`src/rtl/mdu_iter_if.sv`:
```
// mdu_iter_if: request/response bundle for the iterative multiply/divide unit.
// master = issuing side (EX stage / bench), slave = mdu_iter.
interface mdu_iter_if #(
    parameter int XLEN = 64
);
    logic            in_valid;
    logic            in_ready;
    logic [7:0]      md_ctrl;
    logic [XLEN-1:0] md_sr1;
    logic [XLEN-1:0] md_sr2;
    logic            kill;
    logic            out_valid;
    logic            out_ready;
    logic [XLEN-1:0] md_res;

    modport master (
        output in_valid, md_ctrl, md_sr1, md_sr2, kill, out_ready,
        input  in_ready, out_valid, md_res
    );

    modport slave (
        input  in_valid, md_ctrl, md_sr1, md_sr2, kill, out_ready,
        output in_ready, out_valid, md_res
    );
endinterface

```
`src/rtl/mdu_iter.sv`:
```
// mdu_iter: iterative RV64M multiply/divide unit (shift-add multiply,
// restoring divide, one bit per cycle, one op in flight).
// Optional build macro MDU_EARLY_OUT_EN: divide-by-zero, signed divide
// overflow and multiply-by-zero finish at accept instead of iterating.
module mdu_iter #(
    parameter int XLEN = 64
) (
    input  logic       clk,
    input  logic       rst_n,
    mdu_iter_if.slave  bus
);
    localparam int CNT_W = $clog2(XLEN) + 1;

    localparam logic [1:0] S_IDLE = 2'd0;
    localparam logic [1:0] S_CALC = 2'd1;
    localparam logic [1:0] S_DONE = 2'd2;

    logic [1:0]      r_state;
    logic [CNT_W-1:0] r_cnt;
    logic [XLEN-1:0] r_hi;      // product high half / partial remainder
    logic [XLEN-1:0] r_lo;      // multiplier (shifted out) / quotient (shifted in)
    logic [XLEN-1:0] r_b;       // multiplicand / divisor magnitude
    logic            r_is_div;
    logic            r_is_rem;
    logic            r_upper;
    logic            r_neg;
    logic            r_illegal;
    logic [XLEN-1:0] r_res;

    // Request decode at accept
    logic [7:0]      w_ctrl;
    logic            w_onehot;
    logic            w_is_div_in;
    logic            w_sgn1;
    logic            w_sgn2;
    logic            w_b_zero;
    logic            w_neg_in;
    logic [XLEN-1:0] w_mag1;
    logic [XLEN-1:0] w_mag2;

    assign w_ctrl      = bus.md_ctrl;
    assign w_onehot    = (w_ctrl != '0) && ((w_ctrl & (w_ctrl - 8'd1)) == '0);
    assign w_is_div_in = |w_ctrl[7:4];
    assign w_sgn1      = bus.md_sr1[XLEN-1] & (w_ctrl[1] | w_ctrl[2] | w_ctrl[4] | w_ctrl[6]);
    assign w_sgn2      = bus.md_sr2[XLEN-1] & (w_ctrl[1] | w_ctrl[4] | w_ctrl[6]);
    assign w_mag1      = w_sgn1 ? -bus.md_sr1 : bus.md_sr1;
    assign w_mag2      = w_sgn2 ? -bus.md_sr2 : bus.md_sr2;
    assign w_b_zero    = (bus.md_sr2 == '0);
    // Divide by zero keeps the all-ones quotient unsigned; remainder follows sr1.
    assign w_neg_in    = w_is_div_in ? (w_ctrl[6] ? w_sgn1 : ((w_sgn1 ^ w_sgn2) & ~w_b_zero))
                                     : (w_sgn1 ^ w_sgn2);

`ifdef MDU_EARLY_OUT_EN
    logic            w_ovf;
    logic            w_mul_zero;
    logic            w_early;
    logic [XLEN-1:0] w_early_res;

    assign w_ovf      = (w_ctrl[4] | w_ctrl[6]) &&
                        (bus.md_sr1 == {1'b1, {(XLEN-1){1'b0}}}) && (bus.md_sr2 == '1);
    assign w_mul_zero = !w_is_div_in && ((bus.md_sr1 == '0) || (bus.md_sr2 == '0));
    assign w_early    = w_onehot && ((w_is_div_in && (w_b_zero || w_ovf)) || w_mul_zero);

    // Special-case results, identical to what the iterative path produces
    always_comb begin
        w_early_res = '0;
        if (w_is_div_in) begin
            if (w_b_zero)
                w_early_res = (w_ctrl[4] | w_ctrl[5]) ? '1 : bus.md_sr1;
            else
                w_early_res = w_ctrl[4] ? bus.md_sr1 : '0;
        end
    end
`endif

    // One iteration step and the final sign fix-up
    logic [XLEN:0]     w_mul_sum;
    logic [XLEN:0]     w_div_shift;
    logic              w_div_ge;
    logic [XLEN-1:0]   w_div_sub;
    logic [2*XLEN-1:0] w_prod_s;
    logic [XLEN-1:0]   w_qr;
    logic [XLEN-1:0]   w_qr_s;
    logic [XLEN-1:0]   w_final;

    assign w_mul_sum   = {1'b0, r_hi} + {1'b0, (r_lo[0] ? r_b : '0)};
    assign w_div_shift = {r_hi, r_lo[XLEN-1]};
    assign w_div_ge    = (w_div_shift >= {1'b0, r_b});
    assign w_div_sub   = w_div_shift[XLEN-1:0] - r_b;
    assign w_prod_s    = r_neg ? -{r_hi, r_lo} : {r_hi, r_lo};
    assign w_qr        = r_is_rem ? r_hi : r_lo;
    assign w_qr_s      = r_neg ? -w_qr : w_qr;
    assign w_final     = r_illegal ? '0 :
                         r_is_div  ? w_qr_s :
                         r_upper   ? w_prod_s[2*XLEN-1:XLEN] : w_prod_s[XLEN-1:0];

    // FSM, iteration datapath and result register
    always_ff @(posedge clk or negedge rst_n) begin
        if (!rst_n) begin
            r_state   <= S_IDLE;
            r_cnt     <= '0;
            r_hi      <= '0;
            r_lo      <= '0;
            r_b       <= '0;
            r_is_div  <= 1'b0;
            r_is_rem  <= 1'b0;
            r_upper   <= 1'b0;
            r_neg     <= 1'b0;
            r_illegal <= 1'b0;
            r_res     <= '0;
        end else if (bus.kill) begin
            r_state <= S_IDLE;
        end else begin
            case (r_state)
                S_IDLE: begin
                    if (bus.in_valid) begin
                        r_is_div  <= w_is_div_in;
                        r_is_rem  <= w_ctrl[6] | w_ctrl[7];
                        r_upper   <= |w_ctrl[3:1];
                        r_neg     <= w_neg_in;
                        r_illegal <= ~w_onehot;
                        r_hi      <= '0;
                        r_lo      <= w_is_div_in ? w_mag1 : w_mag2;
                        r_b       <= w_is_div_in ? w_mag2 : w_mag1;
                        r_cnt     <= CNT_W'(XLEN);
`ifdef MDU_EARLY_OUT_EN
                        if (w_early) begin
                            r_res   <= w_early_res;
                            r_state <= S_DONE;
                        end else begin
                            r_state <= S_CALC;
                        end
`else
                        r_state   <= S_CALC;
`endif
                    end
                end
                S_CALC: begin
                    // XLEN step cycles, then one cycle for sign fix-up into r_res
                    if (r_cnt != '0) begin
                        r_cnt <= r_cnt - CNT_W'(1);
                        if (r_is_div) begin
                            r_hi <= w_div_ge ? w_div_sub : w_div_shift[XLEN-1:0];
                            r_lo <= {r_lo[XLEN-2:0], w_div_ge};
                        end else begin
                            r_hi <= w_mul_sum[XLEN:1];
                            r_lo <= {w_mul_sum[0], r_lo[XLEN-1:1]};
                        end
                    end else begin
                        r_res   <= w_final;
                        r_state <= S_DONE;
                    end
                end
                S_DONE: begin
                    if (bus.out_ready)
                        r_state <= S_IDLE;
                end
                default: r_state <= S_IDLE;
            endcase
        end
    end

    assign bus.in_ready  = (r_state == S_IDLE);
    assign bus.out_valid = (r_state == S_DONE);
    assign bus.md_res    = r_res;
endmodule

```
`src/flat_wrapper.sv`:
```
// flat-port wrapper written by rule: the top's interface ports become plain ports
module mdu_iter_flat 
#(
    parameter int XLEN = 64
)
  (clk, rst_n, bus_in_valid, bus_md_ctrl, bus_md_sr1, bus_md_sr2, bus_kill, bus_out_ready, bus_in_ready, bus_out_valid, bus_md_res);
  mdu_iter_if #(.XLEN(XLEN)) bus_i ();
  input  logic clk;
  input  logic rst_n;
  input wire logic [$bits(bus_i.in_valid)-1:0] bus_in_valid;
  input wire logic [$bits(bus_i.md_ctrl)-1:0] bus_md_ctrl;
  input wire logic [$bits(bus_i.md_sr1)-1:0] bus_md_sr1;
  input wire logic [$bits(bus_i.md_sr2)-1:0] bus_md_sr2;
  input wire logic [$bits(bus_i.kill)-1:0] bus_kill;
  input wire logic [$bits(bus_i.out_ready)-1:0] bus_out_ready;
  output wire logic [$bits(bus_i.in_ready)-1:0] bus_in_ready;
  output wire logic [$bits(bus_i.out_valid)-1:0] bus_out_valid;
  output wire logic [$bits(bus_i.md_res)-1:0] bus_md_res;
  assign bus_i.in_valid = bus_in_valid;
  assign bus_i.md_ctrl = bus_md_ctrl;
  assign bus_i.md_sr1 = bus_md_sr1;
  assign bus_i.md_sr2 = bus_md_sr2;
  assign bus_i.kill = bus_kill;
  assign bus_i.out_ready = bus_out_ready;
  assign bus_in_ready = bus_i.in_ready;
  assign bus_out_valid = bus_i.out_valid;
  assign bus_md_res = bus_i.md_res;
  mdu_iter #(.XLEN(XLEN)) u_core (.clk(clk), .rst_n(rst_n), .bus(bus_i));
endmodule
```
`config.mk`:
```
export PLATFORM = sky130hd
export DESIGN_NAME = mdu_iter_flat
export DESIGN_NICKNAME = d
export VERILOG_FILES = /design/src/rtl/mdu_iter_if.sv /design/src/rtl/mdu_iter.sv /design/src/flat_wrapper.sv
export SDC_FILE = /design/constraint.sdc
export NUM_CORES = 2
export LEC_CHECK = 0
export ABC_CLOCK_PERIOD_IN_PS = 6360
export CAP_MARGIN = 10
export CORE_MARGIN = 2
export CORE_UTILIZATION = 40
export CTS_CLUSTER_DIAMETER = 60
export CTS_CLUSTER_SIZE = 10
export DETAILED_ROUTE_END_ITERATION = 16
export PLACE_DENSITY_LB_ADDON = 0.1
export SYNTH_ARGS = -nofsm -noshare
export SYNTH_HDL_FRONTEND = slang
export SYNTH_SLANG_ARGS = --single-unit
```
`constraint.sdc`:
```
create_clock -name clk -period 6.36 [get_ports clk]
set_input_delay 1.272 -clock clk [delete_from_list [all_inputs] [get_ports clk]]
set_output_delay 1.272 -clock clk [all_outputs]
set_load 0.005 [all_outputs]
```
==> impl_metrics.json <==
{
  "max_slew.worst_pin.slew_ps": 1150,
  "placeableCoreArea_mm2": 0.0762,
  "io_buffer_count": 206,
  "outcome": "completed",
  "final_stage_net_count": 4534,
  "placedCellCount": 5244,
  "grt_pass1_vias": 30541,
  "cts_tree": "yes",
  "synth_cell_area_mm2": 0.0309,
  "antenna_violations_before_repair": 2,
  "critical_path.endpoint_type": "register",
  "cells_resized_by_post_cts_repair": 0,
  "layout-drive-gt1-share": 0.0610,
  "rrSetupSlack_ps": 1420,
  "final-max-slew-violation-count": 0,
  "register_area_mm2": 0.00677,
  "final_worst_setup_slack_ps": 1420,
  "ctsHoldBuffers": 0,
  "fin_crit_sh": 0.776,
  "unrepaired_setup_endpoints_after_global_routing": "false",
  "io_pins": 207,
  "cts-htree-levels": 2,
  "cts_setup_buffers": 0,
  "overflow": 0,
  "drt-wirelength-per-cell_um": 24.4,
  "ys_flop_type": "sky130_fd_sc_hd__dfrtp_1",
  "synth_area_leaders": "sky130_fd_sc_hd__dfrtp_1, sky130_fd_sc_hd__o21ai_0, sky130_fd_sc_hd__xnor2_1",
  "fp-row-count": 101,
  "ctsRootBufferMaster": "sky130_fd_sc_hd__clkbuf_16",
  "worst_ep_required_time_ps": 6790,
  "initialDrtViolationCount": 3650,
  "power-per-cell-area_mw_per_mm2": 464,
  "detailedPlacementHpwl_um": 102000,
  "synth_largest_area_cell": "sky130_fd_sc_hd__dfrtp_1",
  "cts_buffer_depth": 3,
  "postLayoutCellArea_mm2": 0.0350,
  "initial_utilization": 0.405,
  "max-cap-violations": 0,
  "dpl_worst_slack_ps": 1190,
  "fin_util": 0.459,
  "layout.cells.non_filler": 5310,
  "yosysMostFrequentCell": "sky130_fd_sc_hd__nand2_1",
  "timing.rr.end": "u_core.bus.md_res[63]",
  "floorplan.die_area_mm2": 0.0794,
  "min_delay_worst_endpoint": "u_core.bus.md_res[53]",
  "chipWidth_um": 282,
  "yosysTopAreaCellShare": 0.219,
  "numCtsBuffers": 41,
  "postSynthCellCount": 4263,
  "timing.clock.skew_ps": 30.3,
  "synth.yosys.seq_area_share": 0.219,
  "grt_use_total": 0.322,
  "worst-path-max-fanout": 8,
  "total_detailed_routing_wirelength_um": 130000,
  "p_total_mw": 16.2,
  "r2r.worst_path.cells": 11,
  "worstPathArrival_ps": 5370,
  "clock_sink_count": 270,
  "critical_path.startpoint_type": "register",
  "post_dp_cell_area_mm2": 0.0337,
  "flow.area_growth_from_synthesis_pct": 13.3,
  "multi_input_area_mm2": 0.0224,
  "synth-edff-count": 0,
  "drc": 0,
  "die_h_um": 282,
  "fmax_mhz": 203,
  "postSynthRegisterBits": 270,
  "firstDrtPassIters": 5,
  "final.setup.tns_ps": 0,
  "synthArstFlopShare": 1.00,
  "path_clk_slew_ps": 60,
  "insertedDiodeCount": 0,
  "setup_viol_count_final": 0,
  "synth_area_per_cell_um2": 7.24,
  "hold_path_class": "register to register",
  "worst_r2r_startpoint": "u_core.r_lo[61]",
  "grt_max_degree": 136,
  "finalWorstPathRequiredPeriod_ps": 4940,
  "min_delay_path_depth": 2,
  "synthTopCellsByCount": "sky130_fd_sc_hd__nand2_1, sky130_fd_sc_hd__nor2_1, sky130_fd_sc_hd__o21ai_0",
  "syn-num-nets": 4540,
  "routed_via_count_divided_by_cell_count": 6.10,
  "timing.final.hold_violations": 0,
  "worst-setup-path-type": "register to register",
  "place.gp.congestion": 0.997,
  "hold-worst-slack_ps": 465,
  "vias": 32413,
  "ys_warn_count": 0,
  "vdd_ir_drop_max_v": 0.000222,
  "wire_length_of_the_first_global_routing_pass_um": 195000,
  "detail-route-antenna-nets": 0,
  "min-delay-start": "u_core.bus.md_res[53]",
  "fill_cell_total_of_the_finished_layout": 7867,
  "clkLatencyLatePin_ps": 590,
  "yosys.cell_types.count": 82,
  "static_leakage_nw": 14.4,
  "max_slew_margin": 0.225
}
==> how the worst max path moves through the flow <==
stage	startpoint	endpoint	cells after the start
floorplan	u_core.r_is_rem	u_core.bus.md_res[56]	21
global placement	bus_md_sr1[16]	u_core.r_lo[61]	12
detailed placement	bus_md_sr1[16]	u_core.r_lo[61]	12
CTS	u_core.r_lo[60]	u_core.bus.md_res[63]	11
global route	u_core.r_is_rem	u_core.bus.md_res[56]	12
finish	u_core.r_lo[61]	u_core.bus.md_res[63]	11
==> power by group <==
part	total, mW	internal (mW)	leakage [nW]	switching (mW)
registers	3.51	2.30	3.35	1.22
logic	10.5	4.08	10.4	6.45
clock network	2.16	1.27	0.606	0.894
==> worst max-delay path: stages, from the launching register on <==
cell,delay (ps)
sky130_fd_sc_hd__dfrtp_1,560
sky130_fd_sc_hd__or4_1,710
sky130_fd_sc_hd__or3_1,480
sky130_fd_sc_hd__or4_1,650
sky130_fd_sc_hd__or4_4,630
sky130_fd_sc_hd__or3_1,420
sky130_fd_sc_hd__or3_4,420
sky130_fd_sc_hd__o41ai_4,300
sky130_fd_sc_hd__xor2_1,260
sky130_fd_sc_hd__nor2_1,80
sky130_fd_sc_hd__a221oi_2,170
sky130_fd_sc_hd__o21ai_1,90
==> cell type report <==
class / count / share of cell area
clock buffers: 50 / 0.0315
clock inverters: 16 / 0.00429
inverters: 120 / 0.0129
multi-input cells: 3524 / 0.639
flip-flops and latches: 270 / 0.194
well taps: 1030 / 0.0369
repair buffers: 300 / 0.0814
==> logic make-up after synthesis <==
logic type               Yosys count  synth area share
flip-flops                       270             0.219
multiplexers                     146            0.0491
AO/OA/AOI/OAI                   1396             0.284
adder cells (fa/ha/maj)          137            0.0560
buffers and inverters            469            0.0580
XOR/XNOR                         415             0.118
AND/OR/NAND/NOR                 1430             0.216
==> metal layers <==
| metal | up-vias | wire (um) | global-route usage |
|---|---|---|---|
| li1 | 15410 | - | - |
| met1 | 15419 | 61200 | 0.486 |
| met2 | 1397 | 52400 | 0.463 |
| met3 | 187 | 12000 | 0.0563 |
| met4 | 0 | 3930 | 0.0933 |
| met5 | - | 0 | 0 |
==> placed cells by master (no fill, tap or decap), types with 49 or more instances in the layout <==
cell type / instances
sky130_fd_sc_hd__a211oi_1: 50
sky130_fd_sc_hd__a21o_1: 84
sky130_fd_sc_hd__a21oi_1: 341
sky130_fd_sc_hd__a31oi_1: 82
sky130_fd_sc_hd__buf_4: 88
sky130_fd_sc_hd__clkdlybuf4s50_1: 205
sky130_fd_sc_hd__dfrtp_1: 266
sky130_fd_sc_hd__ha_1: 134
sky130_fd_sc_hd__inv_1: 117
sky130_fd_sc_hd__mux2i_1: 102
sky130_fd_sc_hd__nand2_1: 486
sky130_fd_sc_hd__nand3_1: 51
sky130_fd_sc_hd__nand4_1: 50
sky130_fd_sc_hd__nor2_1: 404
sky130_fd_sc_hd__nor3_1: 99
sky130_fd_sc_hd__nor4_1: 49
sky130_fd_sc_hd__o211ai_1: 115
sky130_fd_sc_hd__o21ai_0: 395
sky130_fd_sc_hd__o31ai_1: 69
sky130_fd_sc_hd__or3_1: 73
sky130_fd_sc_hd__xnor2_1: 219
sky130_fd_sc_hd__xor2_1: 196
==> sequential cells by signal, summed over array words and instances (netlist names) <==
name               count
u_core.r_lo           64
u_core.r_illegal       1
u_core.bus.md_res     64
u_core.r_is_rem        1
u_core.r_is_div        1
u_core.r_cnt           7
u_core.r_state         2
u_core.r_b            64
u_core.r_neg           1
u_core.r_hi           64
u_core.r_upper         1
(Power assumes the default switching activity.)
